$ cat src/rtl/memory_arbiter.sv
// memory_arbiter: shares the single memory access unit between the fetch path
// and the load/store path. Each access is IDLE -> ACCESS -> DONE, with the
// memory inputs held in registers so they stay stable while enable_n is low.
//
// Optional feature: define MEMORY_ARBITER_ROUND_ROBIN_EN to resolve
// simultaneous requests by granting whichever requester was not granted last.
// Without it, data always wins over fetch.
module memory_arbiter (
    input  logic        clk,
    input  logic        reset_n,

    input  logic        fetch_req,
    input  logic [31:0] fetch_addr,
    output logic        fetch_done,
    output logic [31:0] fetch_data,
    output logic [2:0]  fetch_fault,

    input  logic        data_req,
    input  logic        data_is_write,
    input  logic        data_is_unsigned,
    input  logic [1:0]  data_op_size,
    input  logic [31:0] data_addr,
    input  logic [31:0] data_wdata,
    output logic        data_done,
    output logic [31:0] data_rdata,
    output logic [2:0]  data_fault,

    output logic        mem_enable_n,
    output logic        mem_is_write,
    output logic        mem_is_unsigned,
    output logic [1:0]  mem_op_size,
    output logic [31:0] mem_addr,
    output logic [31:0] mem_in,
    input  logic [31:0] mem_out,
    input  logic [2:0]  mem_fault_num,

    output logic        busy
);

    typedef enum logic [1:0] {
        StIdle,
        StAccess,
        StDone
    } state_e;

    localparam logic OwnerFetch = 1'b0;
    localparam logic OwnerData  = 1'b1;

    // Fetches are always full-word reads.
    localparam logic [1:0] SizeWord = 2'b10;

    state_e      state_q, state_d;
    logic        owner_q, owner_d;
    logic        enable_n_q, enable_n_d;
    logic        is_write_q, is_write_d;
    logic        is_unsigned_q, is_unsigned_d;
    logic [1:0]  op_size_q, op_size_d;
    logic [31:0] addr_q, addr_d;
    logic [31:0] wdata_q, wdata_d;
    logic        grant_data;

`ifdef MEMORY_ARBITER_ROUND_ROBIN_EN
    logic        last_grant_q, last_grant_d;

    // On contention, favour the requester that lost last time.
    assign grant_data = data_req && (!fetch_req || (last_grant_q == OwnerFetch));
`else
    assign grant_data = data_req;
`endif

    // Next-state logic: capture the winner's request in IDLE, then sequence.
    always_comb begin
        state_d       = state_q;
        owner_d       = owner_q;
        enable_n_d    = 1'b1;
        is_write_d    = is_write_q;
        is_unsigned_d = is_unsigned_q;
        op_size_d     = op_size_q;
        addr_d        = addr_q;
        wdata_d       = wdata_q;
`ifdef MEMORY_ARBITER_ROUND_ROBIN_EN
        last_grant_d  = last_grant_q;
`endif
        unique case (state_q)
            StIdle: begin
                if (fetch_req || data_req) begin
                    state_d    = StAccess;
                    enable_n_d = 1'b0;
                    if (grant_data) begin
                        owner_d       = OwnerData;
                        is_write_d    = data_is_write;
                        is_unsigned_d = data_is_unsigned;
                        op_size_d     = data_op_size;
                        addr_d        = data_addr;
                        wdata_d       = data_wdata;
                    end else begin
                        owner_d       = OwnerFetch;
                        is_write_d    = 1'b0;
                        is_unsigned_d = 1'b0;
                        op_size_d     = SizeWord;
                        addr_d        = fetch_addr;
                        wdata_d       = 32'h0;
                    end
`ifdef MEMORY_ARBITER_ROUND_ROBIN_EN
                    last_grant_d = owner_d;
`endif
                end
            end
            StAccess: state_d = StDone;
            StDone:   state_d = StIdle;
            default:  state_d = StIdle;
        endcase
    end

    // State and request registers; reset aborts any access in flight.
    always_ff @(posedge clk or negedge reset_n) begin
        if (!reset_n) begin
            state_q       <= StIdle;
            owner_q       <= OwnerFetch;
            enable_n_q    <= 1'b1;
            is_write_q    <= 1'b0;
            is_unsigned_q <= 1'b0;
            op_size_q     <= 2'b00;
            addr_q        <= 32'h0;
            wdata_q       <= 32'h0;
`ifdef MEMORY_ARBITER_ROUND_ROBIN_EN
            last_grant_q  <= OwnerFetch;
`endif
        end else begin
            state_q       <= state_d;
            owner_q       <= owner_d;
            enable_n_q    <= enable_n_d;
            is_write_q    <= is_write_d;
            is_unsigned_q <= is_unsigned_d;
            op_size_q     <= op_size_d;
            addr_q        <= addr_d;
            wdata_q       <= wdata_d;
`ifdef MEMORY_ARBITER_ROUND_ROBIN_EN
            last_grant_q  <= last_grant_d;
`endif
        end
    end

    // Memory inputs come straight from flops so they never glitch.
    always_comb begin
        mem_enable_n    = enable_n_q;
        mem_is_write    = is_write_q;
        mem_is_unsigned = is_unsigned_q;
        mem_op_size     = op_size_q;
        mem_addr        = addr_q;
        mem_in          = wdata_q;
    end

    // Completion: route the memory result to the owner only, zero elsewhere.
    always_comb begin
        fetch_done  = (state_q == StDone) && (owner_q == OwnerFetch);
        data_done   = (state_q == StDone) && (owner_q == OwnerData);
        fetch_data  = fetch_done ? mem_out : 32'h0;
        fetch_fault = fetch_done ? mem_fault_num : 3'b000;
        data_rdata  = data_done ? mem_out : 32'h0;
        data_fault  = data_done ? mem_fault_num : 3'b000;
        busy        = (state_q != StIdle);
    end

endmodule
$ cat config.mk
export PLATFORM = sky130hd
export DESIGN_NAME = memory_arbiter
export DESIGN_NICKNAME = d
export VERILOG_FILES = /design/src/rtl/memory_arbiter.sv
export SDC_FILE = /design/constraint.sdc
export NUM_CORES = 1
export LEC_CHECK = 0
export CAP_MARGIN = 25
export CELL_PAD_IN_SITES_DETAIL_PLACEMENT = 1
export CELL_PAD_IN_SITES_GLOBAL_PLACEMENT = 1
export CORE_UTILIZATION = 22
export DETAILED_ROUTE_END_ITERATION = 8
export PLACE_DENSITY_LB_ADDON = 0.2
export SLEW_MARGIN = 0
export SYNTH_ARGS = -nofsm -noshare
export SYNTH_HDL_FRONTEND = slang
export SYNTH_SLANG_ARGS = --single-unit
$ cat constraint.sdc
create_clock -name clk -period 1.5 [get_ports clk]
set_clock_uncertainty 0.2 [all_clocks]
set_input_delay 0.15 -clock clk [delete_from_list [all_inputs] [get_ports clk]]
set_output_delay 0.15 -clock clk [all_outputs]
set_load 0.005 [all_outputs]
==> flow_summary.yaml, run 1 <==
final_layout:
  final_core_util_pct: 51.09
  fin_cells: 827
  multiInputGateArea_mm2: 0.001828
  regArea_mm2: 0.001803
  finalInstanceArea_mm2: 0.008145
  drive_gt1_share_pct: 46.81
  nFillCells: 1641
  antennaDiodeCount: 0
  fin_nets: 746
  area_growth_pct: 126.4
worst_setup_path:
  critPathKind: "reg -> out"
  cp-end-kind: "primary output"
  start_kind: "register"
  cp.required_ns: 1.15
  cp.arrival_ns: 1.73
  path_max_fanout: 3
route:
  wirelength_met1_um: 5762
  drt_iter0_markers: 74
  drc: 0
  postRouteAntennaNets: 0
  dr.pass1.iters: 2
  highest_layer: "met4"
  wire_per_inst_um: 19.24
  met2_length_um: 8369
  routed_via_density: 4.293
  routed_wl_um: 15910
  wl_met3_um: 1483
  vias: 3550
cts:
  cts-buffers-inserted: 9
  cts_tree: "done"
  worstSkewPairLatency_ns: 0.33
  cts_buffer_depth: 2
  cts_max_level: 3
  cts.clk_slew.worst_paths_ns: 0.06
  cts.sinks: 72
  root_buffer: "clkbuf_16"
timing:
  worst_hold_slack_ns: 0.05516
  worstMarginPinSlew_ns: 0.3171
  relSlewSlack_pct: 78.86
  setup_viol: 143
  tns_ns: -46.26
  fin_ws_ns: -0.5767
  period_needed_ns: 2.077
  slew_viol_final: 0
  timing.fmax_mhz: 481.5
  rsz0062_at_grt: "yes"
  hold_violations: 0
  fin_crit_sh_pct: 138.4
global_routing:
  grt.overflow.total: 0
  grt_pass1_wl_um: 20540
  grt_usage_pct: 16.30
  grt_pass1_vias: 3623
  antenna_found_initial: 0
  grt_start_max_net_pins: 38
power_and_ir_drop:
  cellLeakagePower_nw: 4.359
  ir_drop_mv: 0.7496
  power_mw: 13.80
  cellPowerDensity_mw_per_mm2: 1694
run:
  drv_cap: 0
synth:
  synth_flop_cell: "dfrtp_1"
  async_flop_share_pct: 100.0
  synth.avg_cell_area_um2: 13.13
  synth_edf_count: 0
  synth_cell_type_count: 19
  yosys-top-cells-area: "dfrtp_1, and2_1, mux2_4"
  syn_inst: 274
  yosysWarnings: 0
  synth_top_area_share_pct: 49.39
  yosysTopAreaCell: "dfrtp_1"
  synth_seq_cells: 72
  ys_seq_area_share_pct: 50.12
  syn-num-nets: 413
  synth_commonest_cells: "and2_1, dfrtp_1, a22o_1"
  syn_area_mm2: 0.003597
floorplanning:
  die_height_um: 129.9
  ios: 281
  rows: 46
  start_util_pct: 22.56
  coreArea_mm2: 0.01594
  dieWidth_um: 129.9
  dieArea_mm2: 0.01687
placed_design:
  dp.cells: 765
  gp_congestion: 0.7168
  port_buffers: 280
  hpwlAfterDp_um: 10210
  dpl_cell_area_mm2: 0.006788
  place_ws_ns: -0.4053
outcome:
  status: "finished, violations left"
  violations: "negative setup slack"
worst_hold_path:
  hp-class: "in -> async"
==> power breakdown <==
part | leakage, nW | switching, mW | internal (mW)
sequential | 0.878 | 0.556 | 2.94
combinational | 3.33 | 2.68 | 5.40
clock | 0.148 | 0.796 | 1.41
total | 4.36 | 4.03 | 9.76
==> layout by cell type (no fill, tap or decap), types with 3 or more instances in the layout <==
master,count
dfrtp_1,71
dlymetal6s2s_1,69
and2_1,7
clkdlybuf4s50_1,137
a22o_1,35
buf_6,79
buf_12,14
clkbuf_8,3
and2_4,64
mux2_4,30
clkbuf_16,19
mux2_2,34
buf_4,20
buf_2,8
clkbuf_2,4
==> layer usage <==
metal	global-route usage [%]	up-vias
met1	17.72	1732
met4	6.088	0
met3	6.560	20
li1	-	1620
met2	28.47	178
met5	0	-
==> layout make-up <==
class	instances	share of cell area, %
Inverter	3	0.2304
Clock buffer	13	3.318
Multi-Input combinational cell	177	22.44
Sequential cell	72	22.14
Clock inverter	2	0.4608
Timing Repair Buffer	344	48.10
Tap cell	216	3.318
==> repair_timing <==
item / in CTS / in global routing
setup endpoints to repair: 211 / 211
buffers inserted: 11 / 23
gates resized for setup: 227 / 268
gates cloned: 3 / 13
hold endpoints to repair: 72 / 0
pin swaps: 6 / 43
hold buffers: 1 / 0
==> critical path, cell delays in order (launching register included) <==
cell     delay (ns)
dfrtp_1        0.40
buf_6          0.13
nor3b_4        0.22
buf_6          0.16
buf_16         0.11
buf_6          0.09
buf_6          0.08
and2_4         0.12
buf_6          0.08
==> logic make-up (layout without fill, tap and decap cells) <==
| group | count (synthesis) | in the layout | synth area share [%] |
|---|---|---|---|
| AO/OA/AOI/OAI | 38 | 38 | 9.183 |
| buffers and inverters | 25 | 362 | 4.452 |
| flip-flops | 72 | 72 | 50.12 |
| multiplexers | 64 | 64 | 22.96 |
| AND/OR/NAND/NOR | 75 | 75 | 13.29 |
==> registers in the layout, indices dropped and copies added (netlist names) <==
name and cells:
mem_op_size 2, owner_q 1, state_q 2, mem_is_write 1
mem_addr 32, mem_is_unsigned 1, mem_in 32, mem_enable_n 1
==> path summary, 6_finish.rpt <==
check,slack [ns],depth (start not counted),end,start
worst max-delay path,-0.58,8,fetch_data[20],state_q[0]
worst min-delay path,0.06,2,mem_in[18],reset_n
worst max register to register,-0.25,5,mem_addr[2],state_q[0]
worst min register to register,0.30,1,mem_in[20],mem_in[20]
max in group asynchronous,0.55,3,mem_in[5],reset_n
min in group clk,0.17,3,mem_op_size[1],data_op_size[1]
No activity file was read; power rests on OpenSTA's default activity.
==> inputs of run 2 (changes only) <==
--- a/config.mk
+++ b/config.mk
@@ -8,6 +8,7 @@
 export CAP_MARGIN = 25
 export CELL_PAD_IN_SITES_DETAIL_PLACEMENT = 1
 export CELL_PAD_IN_SITES_GLOBAL_PLACEMENT = 1
+export CORE_MARGIN = 8
 export CORE_UTILIZATION = 22
 export DETAILED_ROUTE_END_ITERATION = 8
 export PLACE_DENSITY_LB_ADDON = 0.2
==> constraint.sdc (replaced) <==
create_clock -name clk -period 1.5 [get_ports clk]
set_clock_uncertainty 0.2 [all_clocks]
set_input_delay 0.3 -clock clk [delete_from_list [all_inputs] [get_ports clk]]
set_output_delay 0.3 -clock clk [all_outputs]
set_load 0.005 [all_outputs]
==> flow_summary.yaml, run 2 (same netlist as run 1, synthesis figures left out) <==
worst_setup_path:
  crit_top_cell: "buf_6"
  cp_slowest_cell: "dfrtp_1"
  critPathBufInv: 6
  cp_top_family: "buffers and inverters"
  cp.arrival_ns: 1.78
  critPathKind: "reg -> out"
  cpPeakStageDelay_ns: 0.41
  start_kind: "register"
  cp-end-kind: "primary output"
  cp.required_ns: 1.00
  path_max_fanout: 7
  crit_chain: "buf_6 > nor3b_4 > buf_12 > buf_12 > buf_16 > buf_6 > and2_4 > buf_6"
timing:
  worstMarginPinSlew_ns: 0.4068
  rsz0062_at_grt: "yes"
  hold_violations: 0
  relSlewSlack_pct: 72.88
  period_needed_ns: 2.279
  fin_crit_sh_pct: 151.9
  setup_viol: 144
  slew_viol_final: 0
  timing.fmax_mhz: 438.8
  fin_ws_ns: -0.7789
power_and_ir_drop:
  pwr-share-clk_pct: 17.4
  power_frac_comb_pct: 58.4
  p_int_mw: 10.04
  seqPwrFrac_pct: 24.1
  cellPowerDensity_mw_per_mm2: 1799
  p_switching_mw: 4.557
  ir_drop_mv: 0.7419
  cellLeakagePower_nw: 3.725
  swShare_pct: 31.22
cts:
  cts.sinks: 72
  cts_tree: "done"
  cts.clk_slew.worst_paths_ns: 0.06
  root_buffer: "clkbuf_16"
  cts_buffer_depth: 2
  cts-buffers-inserted: 9
  worstSkewPairLatency_ns: 0.34
  cts_max_level: 3
global_routing:
  grt_pass1_wl_um: 25730
  global_route.usage.met3_pct: 8.062
  grt.busiest_layer: "met2"
  grt_pass1_vias: 4127
  antenna_found_initial: 2
  grt.overflow.total: 0
  met2_usage_pct: 29.63
  grt_util_met1_pct: 16.88
  grt_usage_pct: 16.90
  grt_start_max_net_pins: 73
floorplanning:
  dieArea_mm2: 0.02070
  dieWidth_um: 143.9
  ios: 281
  coreArea_mm2: 0.01594
  die_height_um: 143.9
  start_util_pct: 22.56
  rows: 46
final_layout:
  nFillCells: 1648
  mostFrequentLayoutCells: "clkdlybuf4s50_1, buf_6, dfrtp_1"
  area_growth_pct: 125.6
  fin_cells: 842
  finalInstanceArea_mm2: 0.008115
  final_core_util_pct: 50.90
  final_common_cell: "clkdlybuf4s50_1"
  drive_gt1_share_pct: 50.40
  fin_nets: 759
outcome:
  violations: "negative setup slack"
  status: "finished, violations left"
placed_design:
  hpwlAfterDp_um: 12340
  gp_congestion: 0.8154
  port_buffers: 280
  dpl_cell_area_mm2: 0.006777
  dp.cells: 765
route:
  wire_per_inst_um: 22.02
  drc: 0
  routed_via_density: 4.281
  vias: 3605
  postRouteAntennaNets: 0
  drt_iter0_markers: 88
  routed_wl_um: 18540
  dr.pass1.iters: 4
worst_hold_path:
  hp-class: "reg -> reg"
run:
  drv_cap: 0
==> run 2: changes by cell type in the layout (fill, tap and decap cells not counted), sizes merged, moves of 2 or more <==
| cell | change |
|---|---|
| clkbuf | -3 |
| clkinv | +3 |
| clkdlybuf4s15 | +56 |
| inv | +6 |
| buf | +19 |
| bufinv | +2 |
| dlymetal6s2s | -69 |
==> run 2: timing repair <==
item	CTS	global route
setup endpoints to repair	213	159
hold buffers	1	0
gates resized for setup	526	116
buffers inserted	39	16
gates cloned	14	4
endpoints found under the hold margin	71	0
pin swaps	28	42
==> run 2: power by group through the flow <==
stage	clock [mW]	sequential, mW	combinational [mW]
floorplan	0	3.56	2.69
global placement	0	3.51	6.45
detailed placement	0	3.53	6.53
CTS	2.64	3.52	8.14
global route	2.72	3.65	9.08
finish	2.54	3.52	8.53
==> run 2: layer usage <==
layer  up-vias  routed length (µm)
met3        25                2110
li1       1650                   -
met5         -                  13
met4         2                 484
met2       182                9367
met1      1746                6565
==> run 2: final cells by class <==
type                            count  area (µm²)  share of cell area [%]
Antenna cell                        1       2.502                 0.03084
Multi-Input combinational cell    177        1836                   22.62
Tap cell                          216       270.3                   3.330
Clock inverter                      5       103.9                   1.280
Clock buffer                       11       242.7                   2.991
Timing Repair inverter              7       102.6                   1.264
Timing Repair Buffer              350        3727                   45.93
Sequential cell                    72        1803                   22.22
Inverter                            3       27.53                  0.3392
==> run 2: stage by stage <==
stage | hold WS [ns] | setup TNS (ns) | worst slack [ns] | power (mW)
global placement | 0.1572 | -72.27 | -0.5754 | 9.963
finish | 0.3074 | -91.02 | -0.7789 | 14.60
detailed placement | 0.1589 | -76.40 | -0.6053 | 10.06
CTS | 0.2920 | -82.76 | -0.8119 | 14.30
floorplan | -0.1956 | -4.460 | -0.07173 | 6.254
global route | 0.2975 | -101.35 | -0.8519 | 15.45
==> run 2: final timing paths <==
path	slack [ns]	startpoint	endpoint	cells after the start
max in group asynchronous	0.43	reset_n	mem_enable_n	3
min in group asynchronous	0.33	reset_n	mem_addr[16]	3
hold reg to reg	0.31	mem_in[24]	mem_in[24]	1
setup reg to reg	-0.66	state_q[0]	mem_in[21]	11
hold / removal	0.31	mem_in[24]	mem_in[24]	1
setup / recovery	-0.78	owner_q	fetch_data[22]	8
==> inputs of run 3 (changes only) <==
--- a/config.mk
+++ b/config.mk
@@ -12,6 +12,7 @@
 export CORE_UTILIZATION = 22
 export DETAILED_ROUTE_END_ITERATION = 8
 export PLACE_DENSITY_LB_ADDON = 0.2
+export SKIP_CTS_REPAIR_TIMING = 1
 export SLEW_MARGIN = 0
 export SYNTH_ARGS = -nofsm -noshare
 export SYNTH_HDL_FRONTEND = slang
==> flow_summary.yaml, run 3 (same netlist as run 1, synthesis figures left out) <==
outcome:
  status: "finished, violations left"
  violations: "negative setup slack"
final_layout:
  drive_gt1_share_pct: 43.95
  fin_cells: 829
  fin_nets: 746
  nFillCells: 1659
  mostFrequentLayoutCells: "clkdlybuf4s50_1, dfrtp_1, dlymetal6s2s_1"
  area_growth_pct: 120.7
  final_common_cell: "clkdlybuf4s50_1"
floorplanning:
  coreArea_mm2: 0.01594
  ios: 281
  dieWidth_um: 143.9
  start_util_pct: 22.56
  die_height_um: 143.9
  rows: 46
  dieArea_mm2: 0.02070
worst_setup_path:
  critPathBufInv: 5
  reg2regPathDepth: 6
  path_max_fanout: 5
  critPathKind: "reg -> out"
  cp_slowest_cell: "dfrtp_1"
  crit_chain: "and3b_4 > clkbuf_16 > buf_6 > buf_6 > buf_6 > and2_4 > buf_6"
  start_kind: "register"
  endpoint: "data_rdata[20]"
  r2r_end: "mem_addr[14]"
  cp.arrival_ns: 1.74
  cp-end-kind: "primary output"
  cp.required_ns: 1.00
  cp_top_family: "simple AND/OR/NAND/NOR gates"
  startpoint: "state_q[0]"
  worstReg2RegStart: "state_q[0]"
  crit_top_cell: "buf_6"
  reg2reg_slack_ns: -0.38
  cpPeakStageDelay_ns: 0.41
  path_depth: 7
timing:
  worstMarginPinSlew_ns: 0.4085
  relSlewSlack_pct: 72.77
  hold_violations: 0
  period_needed_ns: 2.241
  tns_ns: -68.63
  slew_viol_final: 0
  fin_ws_ns: -0.7407
  fin_crit_sh_pct: 149.4
  setup_viol: 144
  worst_hold_slack_ns: 0.2955
  timing.fmax_mhz: 446.3
  rsz0062_at_grt: "yes"
route:
  postRouteAntennaNets: 0
  routed_via_density: 4.270
  drt_iter0_markers: 55
  drc: 0
  wire_per_inst_um: 21.57
  dr.pass1.iters: 4
  vias: 3540
  routed_wl_um: 17890
run:
  drv_cap: 0
placed_design:
  dp.cells: 765
  hpwlAfterDp_um: 12340
  place_ws_ns: -0.6053
  port_buffers: 280
  gp_congestion: 0.8154
power_and_ir_drop:
  cellLeakagePower_nw: 4.274
  ir_drop_mv: 0.7268
  cellPowerDensity_mw_per_mm2: 1751
  power_mw: 13.90
cts:
  cts-buffers-inserted: 9
  worstSkewPairLatency_ns: 0.33
  cts_tree: "done"
  cts_buffer_depth: 2
  cts_max_level: 3
  root_buffer: "clkbuf_16"
  cts.sinks: 72
  cts.clk_slew.worst_paths_ns: 0.06
global_routing:
  grt_pass1_wl_um: 22200
  grt.overflow.total: 0
  grt_start_max_net_pins: 73
  grt_pass1_vias: 3722
  antenna_found_initial: 2
  grt_usage_pct: 14.45
worst_hold_path:
  hp-class: "reg -> reg"
  hp-start: "mem_addr[11]"
run 3: cell types whose count changed in the layout (fill, tap and decap cells not counted), sizes merged:
cell,delta
dlymetal6s2s,+68
inv,-4
buf,-30
clkdlybuf4s15,-56
dlygate4sd2,-1
clkbuf,+10
run 3: how the worst min path moves through the flow:
stage	endpoint	slack, ns	cells after the start
after floorplan	mem_addr[0]	-0.20	0
after global placement	mem_addr[16]	0.16	2
after detailed placement	mem_addr[16]	0.16	2
after CTS	mem_addr[16]	-0.22	2
after global routing	mem_op_size[1]	0.29	3
final	mem_addr[11]	0.30	1
run 3: layout make-up:
cell class                      count  area (µm²)  area share, %
Timing Repair inverter              3       28.78         0.3625
Clock buffer                       11       242.7          3.058
Tap cell                          216       270.3          3.404
Timing Repair Buffer              341        3690          46.48
Sequential cell                    72        1804          22.73
Multi-Input combinational cell    177        1773          22.33
Inverter                            3       23.77         0.2994
Antenna cell                        1       2.502        0.03152
Clock inverter                      5       103.9          1.308
run 3: metal layers:
| metal | vias to the layer above | track usage, % | part of all wire (%) |
|---|---|---|---|
| met4 | 2 | 6.198 | 2.4 |
| met1 | 1717 | 14.80 | 36 |
| met2 | 184 | 24.44 | 51 |
| met5 | - | 0 | 0.073 |
| met3 | 20 | 7.299 | 11 |
| li1 | 1617 | - | - |
run 3: metrics by stage:
stage | utilization (%) | instance area, µm²
final | 49.80 | 7939
after CTS | 44.68 | 7123
after floorplan | - | 3697
after global routing | 49.80 | 7939
after detailed placement | 42.51 | 6777
after global placement | 42.51 | 6777
run 3: worst reg2reg max path, stage by stage (launching register included):
cell     delay (ns)
dfrtp_1        0.41
buf_4          0.16
nor2_4         0.19
o21a_4         0.20
buf_12         0.15
buf_12         0.13
mux2_2         0.33
run 3: report_power, final:
group	leakage [nW]	switching, mW	internal [mW]	total [mW]
Combinational	3.23	2.77	5.09	7.86
Clock	0.170	0.871	1.67	2.54
Sequential	0.877	0.549	2.94	3.49
